### src/rtl/uart_tx_if.sv
// Upstream word handshake for the UART transmitter.
// valid/ready: a word transfers on the rising clk edge where tx_valid && tx_ready; tx_data is only meaningful in that cycle.
interface uart_tx_if #(
   parameter int DATA_BITS = 8
) ();
   logic [DATA_BITS-1:0] tx_data;
   logic                 tx_valid;
   logic                 tx_ready;

   modport master (output tx_data, output tx_valid, input tx_ready);
   modport slave  (input tx_data, input tx_valid, output tx_ready);
endinterface

### src/rtl/uart_tx_param.sv
// Parametrised UART transmitter: start, DATA_BITS LSB-first, optional parity, 1-2 stop bits, paced by s_tick.
// Parity stage is built only when the macro UART_TX_PARITY_EN is defined.
module uart_tx_param #(
   parameter int DATA_BITS  = 8,
   parameter int OVERSAMPLE = 16,
   parameter int STOP_BITS  = 1,
   parameter int PARITY_ODD = 0
) (
   input  logic       clk,
   input  logic       reset,
   input  logic       s_tick,
   uart_tx_if.slave   up,
   output logic       tx,
   output logic       tx_busy,
   output logic       tx_done_tick,
   output logic [2:0] state_dbg
);
   localparam int TW = $clog2(OVERSAMPLE);
   localparam int BW = $clog2(DATA_BITS);
   localparam logic [TW-1:0] TICK_LAST = TW'(OVERSAMPLE - 1);
   localparam logic [BW-1:0] BIT_LAST  = BW'(DATA_BITS - 1);
   localparam logic          STOP_LAST = 1'(STOP_BITS - 1);

   if (DATA_BITS < 5 || DATA_BITS > 9 || OVERSAMPLE < 4 || OVERSAMPLE > 32 ||
       STOP_BITS < 1 || STOP_BITS > 2 || PARITY_ODD < 0 || PARITY_ODD > 1) begin : g_bad_params
      $error("uart_tx_param: parameter out of legal range");
   end

`ifdef UART_TX_PARITY_EN
   typedef enum logic [2:0] {S_IDLE, S_START, S_DATA, S_PARITY, S_STOP} state_t;
`else
   typedef enum logic [2:0] {S_IDLE, S_START, S_DATA, S_STOP} state_t;
`endif

   state_t               state_q, state_d;
   logic [TW-1:0]        tick_q, tick_d;
   logic [BW-1:0]        bit_q, bit_d;
   logic                 stop_q, stop_d;
   logic [DATA_BITS-1:0] shift_q, shift_d;
   logic                 tx_q, tx_d;
   logic                 done_q, done_d;
   logic                 advance;
`ifdef UART_TX_PARITY_EN
   logic                 parity_q, parity_d;
`endif

   always_ff @(posedge clk or posedge reset) begin
      if (reset) begin
         state_q  <= S_IDLE;
         tick_q   <= '0;
         bit_q    <= '0;
         stop_q   <= 1'b0;
         shift_q  <= '0;
         tx_q     <= 1'b1;
         done_q   <= 1'b0;
`ifdef UART_TX_PARITY_EN
         parity_q <= 1'b0;
`endif
      end else begin
         state_q  <= state_d;
         tick_q   <= tick_d;
         bit_q    <= bit_d;
         stop_q   <= stop_d;
         shift_q  <= shift_d;
         tx_q     <= tx_d;
         done_q   <= done_d;
`ifdef UART_TX_PARITY_EN
         parity_q <= parity_d;
`endif
      end
   end

   always_comb begin
      state_d  = state_q;
      tick_d   = tick_q;
      bit_d    = bit_q;
      stop_d   = stop_q;
      shift_d  = shift_q;
      tx_d     = tx_q;
      done_d   = 1'b0;
      advance  = 1'b0;
`ifdef UART_TX_PARITY_EN
      parity_d = parity_q;
`endif
      // An s_tick in the accept cycle is deliberately not counted.
      if (state_q == S_IDLE) begin
         tx_d = 1'b1;
         if (up.tx_valid) begin
            shift_d  = up.tx_data;
`ifdef UART_TX_PARITY_EN
            parity_d = (^up.tx_data) ^ 1'(PARITY_ODD);
`endif
            state_d  = S_START;
            tx_d     = 1'b0;
            tick_d   = '0;
         end
      end else if (s_tick) begin
         if (tick_q == TICK_LAST) begin
            tick_d  = '0;
            advance = 1'b1;
         end else begin
            tick_d = tick_q + TW'(1);
         end
      end

      if (advance) begin
         unique case (state_q)
            S_START: begin
               state_d = S_DATA;
               tx_d    = shift_q[0];
               bit_d   = '0;
            end
            S_DATA: begin
               if (bit_q == BIT_LAST) begin
`ifdef UART_TX_PARITY_EN
                  state_d = S_PARITY;
                  tx_d    = parity_q;
`else
                  state_d = S_STOP;
                  tx_d    = 1'b1;
                  stop_d  = 1'b0;
`endif
               end else begin
                  shift_d = shift_q >> 1;
                  tx_d    = shift_q[1];
                  bit_d   = bit_q + BW'(1);
               end
            end
`ifdef UART_TX_PARITY_EN
            S_PARITY: begin
               state_d = S_STOP;
               tx_d    = 1'b1;
               stop_d  = 1'b0;
            end
`endif
            S_STOP: begin
               if (stop_q == STOP_LAST) begin
                  state_d = S_IDLE;
                  done_d  = 1'b1;
               end else begin
                  stop_d = 1'b1;
               end
            end
            default: state_d = S_IDLE;
         endcase
      end
   end

   assign up.tx_ready   = (state_q == S_IDLE);
   assign tx_busy       = (state_q != S_IDLE);
   assign tx            = tx_q;
   assign tx_done_tick  = done_q;
   assign state_dbg     = state_q;
endmodule
### src/flat_wrapper.sv
// flat-port wrapper written by rule: the top's interface ports become plain ports
module uart_tx_param_flat 
#(
   parameter int DATA_BITS  = 8,
   parameter int OVERSAMPLE = 16,
   parameter int STOP_BITS  = 1,
   parameter int PARITY_ODD = 0
)
  (clk, reset, s_tick, tx, tx_busy, tx_done_tick, state_dbg, up_tx_data, up_tx_valid, up_tx_ready);
  uart_tx_if #(.DATA_BITS(DATA_BITS)) up_i ();
  input  logic clk;
  input  logic reset;
  input  logic s_tick;
  output logic tx;
  output logic tx_busy;
  output logic tx_done_tick;
  output logic [2:0] state_dbg;
  input wire logic [$bits(up_i.tx_data)-1:0] up_tx_data;
  input wire logic [$bits(up_i.tx_valid)-1:0] up_tx_valid;
  output wire logic [$bits(up_i.tx_ready)-1:0] up_tx_ready;
  assign up_i.tx_data = up_tx_data;
  assign up_i.tx_valid = up_tx_valid;
  assign up_tx_ready = up_i.tx_ready;
  uart_tx_param #(.DATA_BITS(DATA_BITS), .OVERSAMPLE(OVERSAMPLE), .STOP_BITS(STOP_BITS), .PARITY_ODD(PARITY_ODD)) u_core (.clk(clk), .reset(reset), .s_tick(s_tick), .up(up_i), .tx(tx), .tx_busy(tx_busy), .tx_done_tick(tx_done_tick), .state_dbg(state_dbg));
endmodule
### config.mk
export PLATFORM = sky130hd
export DESIGN_NAME = uart_tx_param_flat
export DESIGN_NICKNAME = d
export VERILOG_FILES = /design/src/rtl/uart_tx_if.sv /design/src/rtl/uart_tx_param.sv /design/src/flat_wrapper.sv
export SDC_FILE = /design/constraint.sdc
export NUM_CORES = 1
export LEC_CHECK = 0
export BUFFER_PORTS_ARGS = -buffer_cell sky130_fd_sc_hd__buf_2
export CAP_MARGIN = 20
export CELL_PAD_IN_SITES_DETAIL_PLACEMENT = 1
export CELL_PAD_IN_SITES_GLOBAL_PLACEMENT = 1
export CORE_UTILIZATION = 45
export DETAILED_ROUTE_END_ITERATION = 16
export PLACE_DENSITY_LB_ADDON = 0.1
export RECOVER_POWER = 100
export SYNTH_ARGS = -nofsm -noshare
export SYNTH_HDL_FRONTEND = slang
export SYNTH_SLANG_ARGS = --single-unit
### constraint.sdc
create_clock -name clk -period 5.9 [get_ports clk]
set_input_delay 0.59 -clock clk [delete_from_list [all_inputs] [get_ports clk]]
set_output_delay 0.59 -clock clk [all_outputs]
set_load 0.02 [all_outputs]
==> out/results.tsv <==
stage	metric	value	unit
placed_design	dpl_cell_area	1200	µm²
final_layout	fin_nets	129	
drt	drt_iter0_drc	8	
critical_path	crit_family	compound AO/OA/AOI/OAI gates	
die	fp.dieW	52.2	µm
clock_network	worst_skew_pair.late_latency	0.31	ns
clock_network	cts_setup_buffers	0	
logic_synthesis	syn_inst	95	
clock_network	cts_resized	0	
die	io_pins	19	
sta	skew	0.00884	ns
die	num_rows	17	
sta	fin_crit	2.83	ns
global_routing	gr-total-overflow	0	
drt	vias_per_cell	5.82	
drt	dr.pass1.iters	4	
sta	fin_hold_ws	0.407	ns
sta	tns	0	ns
global_routing	grt_max_degree	21	
sta	period_share	0.479	
logic_synthesis	synth.area.mux_share	0.186	
logic_synthesis	async_flop_share	1.00	
final_layout	drive_gt1_frac	0.283	
final_layout	finalInstanceArea	1190	µm²
drt	wl_per_cell	16.0	µm
logic_synthesis	yosys-top-cells-area	dfrtp_1 42%, mux2_2 16%, clkbuf_8 3.6%	
logic_synthesis	avgSynthCellArea	11.9	µm²
clock_network	clockBufferDepth	2	
global_routing	gr-usage-all-layers	0.196	
logic_synthesis	synthesis.nets	110	
critical_path	critPathRequiredTime	6.10	ns
logic_synthesis	seq_area_frac_synth	0.443	
placed_design	port_buffers	18	
clock_network	cts-hold-fix-buffers	0	
logic_synthesis	synth-compound-area-share	0.115	
power	leakagePower	0.000525	µW
sta	rsz0062_at_grt	no	
clock_network	cts_sinks	20	
clock_network	path_clk_slew	0.12	ns
drt	drc_errors	0	
logic_synthesis	synthFlopType	dfrtp_1	
final_layout	antenna_cells	0	
drt	vias	820	
placed_design	dp_hpwl	1570	µm
critical_path	crit_path_frequent_cell	ha_1	
flow_run	drv_cap	1	
run_status	status	complete, but fails checks	
die	coreArea	2300	µm²
logic_synthesis	synth_xor_xnor_area_share	0	
critical_path	slowest_stage	a2111oi_0	
drt	ant_nets	0	
global_routing	grt_first_pass_wirelength	3810	µm
logic_synthesis	synthSimpleGateAreaFrac	0.160	
critical_path	cp_cell_sequence	ha_1 -> ha_1 -> or3b_2 -> a2111oi_0 -> mux2_2	
die	dieArea	2720	µm²
clock_network	ctsHtreeMaxLevel	1	
logic_synthesis	synth_area	1130	µm²
logic_synthesis	yosysTopAreaCell	dfrtp_1	
critical_path	crit_fanout	4	
critical_path	slowest_delay	0.99	ns
critical_path	cp-end-kind	flop	
critical_path	startpoint_type	flop	
clock_network	numCtsBuffers	3	
logic_synthesis	synth_edf_count	0	
logic_synthesis	netlist.area_leader.share	0.420	
die	die_y	52.2	µm
clock_network	root_buffer	clkbuf_4	
die	start_util	0.493	
global_routing	grt_pass1_vias	843	
sta	final-setup-viol-count	0	
logic_synthesis	synth_top_family_by_area	multiplexers	
critical_path	cp_num_buf_inv	0	
sta	fmax	0.354	GHz
sta	hold_viol_final	0	
logic_synthesis	synth-seq-cells	20	
logic_synthesis	yosys_warnings	0	
power	powerDensity	407	nW/µm²
sta	tightest_slew	1.60	ns
logic_synthesis	synth_fa_ha_area_frac	0.0331	
clock_network	cts_tree	built	
logic_synthesis	yosysUniqueCellTypes	35	
worst_hold_path	min_path_type	primary input to async pin	
run_status	violations	capacitance limit, slew limit	
final_layout	area_delta_synth_final	4.75	%
placed_design	gp_congestion	0.750	
drt	drt_wl_total	2260	µm
sta	final_max_slew_viol_count	9	
power	ir_drop	0.222	mV
critical_path	crit_arrival	3.03	ns
sta	maxSlewHeadroom	-0.0830	
critical_path	critPathKind	flop to flop	
global_routing	antenna_found_initial	0	
-- cells by family (layout without fill, tap and decap cells) --
| family | count (synthesis) | after routing |
|---|---|---|
| simple gates | 28 | 28 |
| compound gates | 16 | 16 |
| fa+ha+maj | 3 | 3 |
| flops | 20 | 20 |
| mux | 19 | 19 |
| buf+inv | 9 | 27 |
-- worst paths after layout --
| path | start | end | slack [ns] | cells after the start |
|---|---|---|---|---|
| min in group clk | u_core.shift_q[7] | u_core.shift_q[6] | 0.52 | 1 |
| worst max-delay path | u_core.bit_q[0] | u_core.bit_q[2] | 3.07 | 5 |
| worst max register to register | u_core.bit_q[0] | u_core.bit_q[2] | 3.07 | 5 |
| worst min register to register | u_core.shift_q[7] | u_core.shift_q[6] | 0.52 | 1 |
| max in group asynchronous | reset | u_core.bit_q[2] | 4.99 | 2 |
| worst min-delay path | reset | u_core.tick_q[1] | 0.41 | 2 |
-- layout by cell type (no fill, tap or decap), types with 2 or more instances in the layout --
| cell type | synthesis | layout |
|---|---|---|
| mux2i_1 | 3 | 3 |
| o22ai_1 | 2 | 2 |
| inv_1 | 4 | 4 |
| nand3_1 | 2 | 2 |
| nand4_1 | 2 | 2 |
| nor2_1 | 5 | 5 |
| mux2_2 | 16 | 13 |
| mux2_1 | 0 | 3 |
| a21oi_1 | 3 | 3 |
| buf_2 | 0 | 11 |
| and3_2 | 2 | 2 |
| nand2_1 | 4 | 4 |
| ha_1 | 3 | 3 |
| o21ai_0 | 3 | 3 |
| nor3_1 | 2 | 2 |
| clkbuf_4 | 0 | 3 |
| a22o_1 | 2 | 2 |
| a32o_1 | 2 | 2 |
| nor4b_1 | 1 | 2 |
| clkbuf_1 | 0 | 8 |
| dfrtp_1 | 19 | 19 |
-- layer usage --
layer / track usage / share of wire / up-vias
met5: 0 / 0 / -
li1: - / - / 383
met4: 0.0921 / 0.011 / 0
met1: 0.220 / 0.44 / 414
met2: 0.350 / 0.51 / 19
met3: 0.0409 / 0.042 / 4
-- worst register-to-register path, delay by kind of cell (launching register included) --
kind / cells / cell delay [ns]
mux: 1 / 0.42
fa+ha+maj: 2 / 0.43
flops: 1 / 0.42
simple gates: 1 / 0.48
compound gates: 1 / 0.99
-- final cells by class --
type	count	area (µm²)
Sequential cell	20	502
Timing Repair Buffer	18	81.3
Tap cell	28	35.0
Multi-Input combinational cell	66	523
Clock buffer	4	26.3
Inverter	5	18.8
Fill cell	266	1110
-- sequential cells by signal (all words and copies together) (netlist names) --
signal               cells
u_core.tick_q            4
u_core.state_dbg         3
u_core.tx                1
u_core.bit_q             3
u_core.shift_q           8
u_core.tx_done_tick      1
-- cell usage after synthesis, types with 2 or more instances --
| library cell | n |
|---|---|
| dfrtp_1 | 19 |
| mux2_2 | 16 |
| nor2_1 | 5 |
| inv_1 | 4 |
| nand2_1 | 4 |
| a21oi_1 | 3 |
| clkbuf_8 | 3 |
| ha_1 | 3 |
| mux2i_1 | 3 |
| o21ai_0 | 3 |
| a22o_1 | 2 |
| a32o_1 | 2 |
| and3_2 | 2 |
| nand3_1 | 2 |
| nand4_1 | 2 |
| nor3_1 | 2 |
| o22ai_1 | 2 |
-- power breakdown --
part	leakage (µW)	switching (µW)	internal, µW	total, µW
Clock	0.0000150	45.5	26.4	71.9
Sequential	0.000247	48.2	188	236
Combinational	0.000263	83.8	91.7	176
-- through the flow --
| stage | utilization | instances | setup slack (ns) | power [µW] |
|---|---|---|---|---|
| after floorplan | - | 95 | 3.52 | 391 |
| after global placement | 0.525 | 137 | 3.76 | 421 |
| after detailed placement | 0.525 | 137 | 3.71 | 430 |
| after CTS | 0.536 | 141 | 3.37 | 501 |
| after global routing | 0.516 | 141 | 2.89 | 518 |
| final | 0.516 | 141 | 3.07 | 483 |
(Power assumes the default switching activity.)
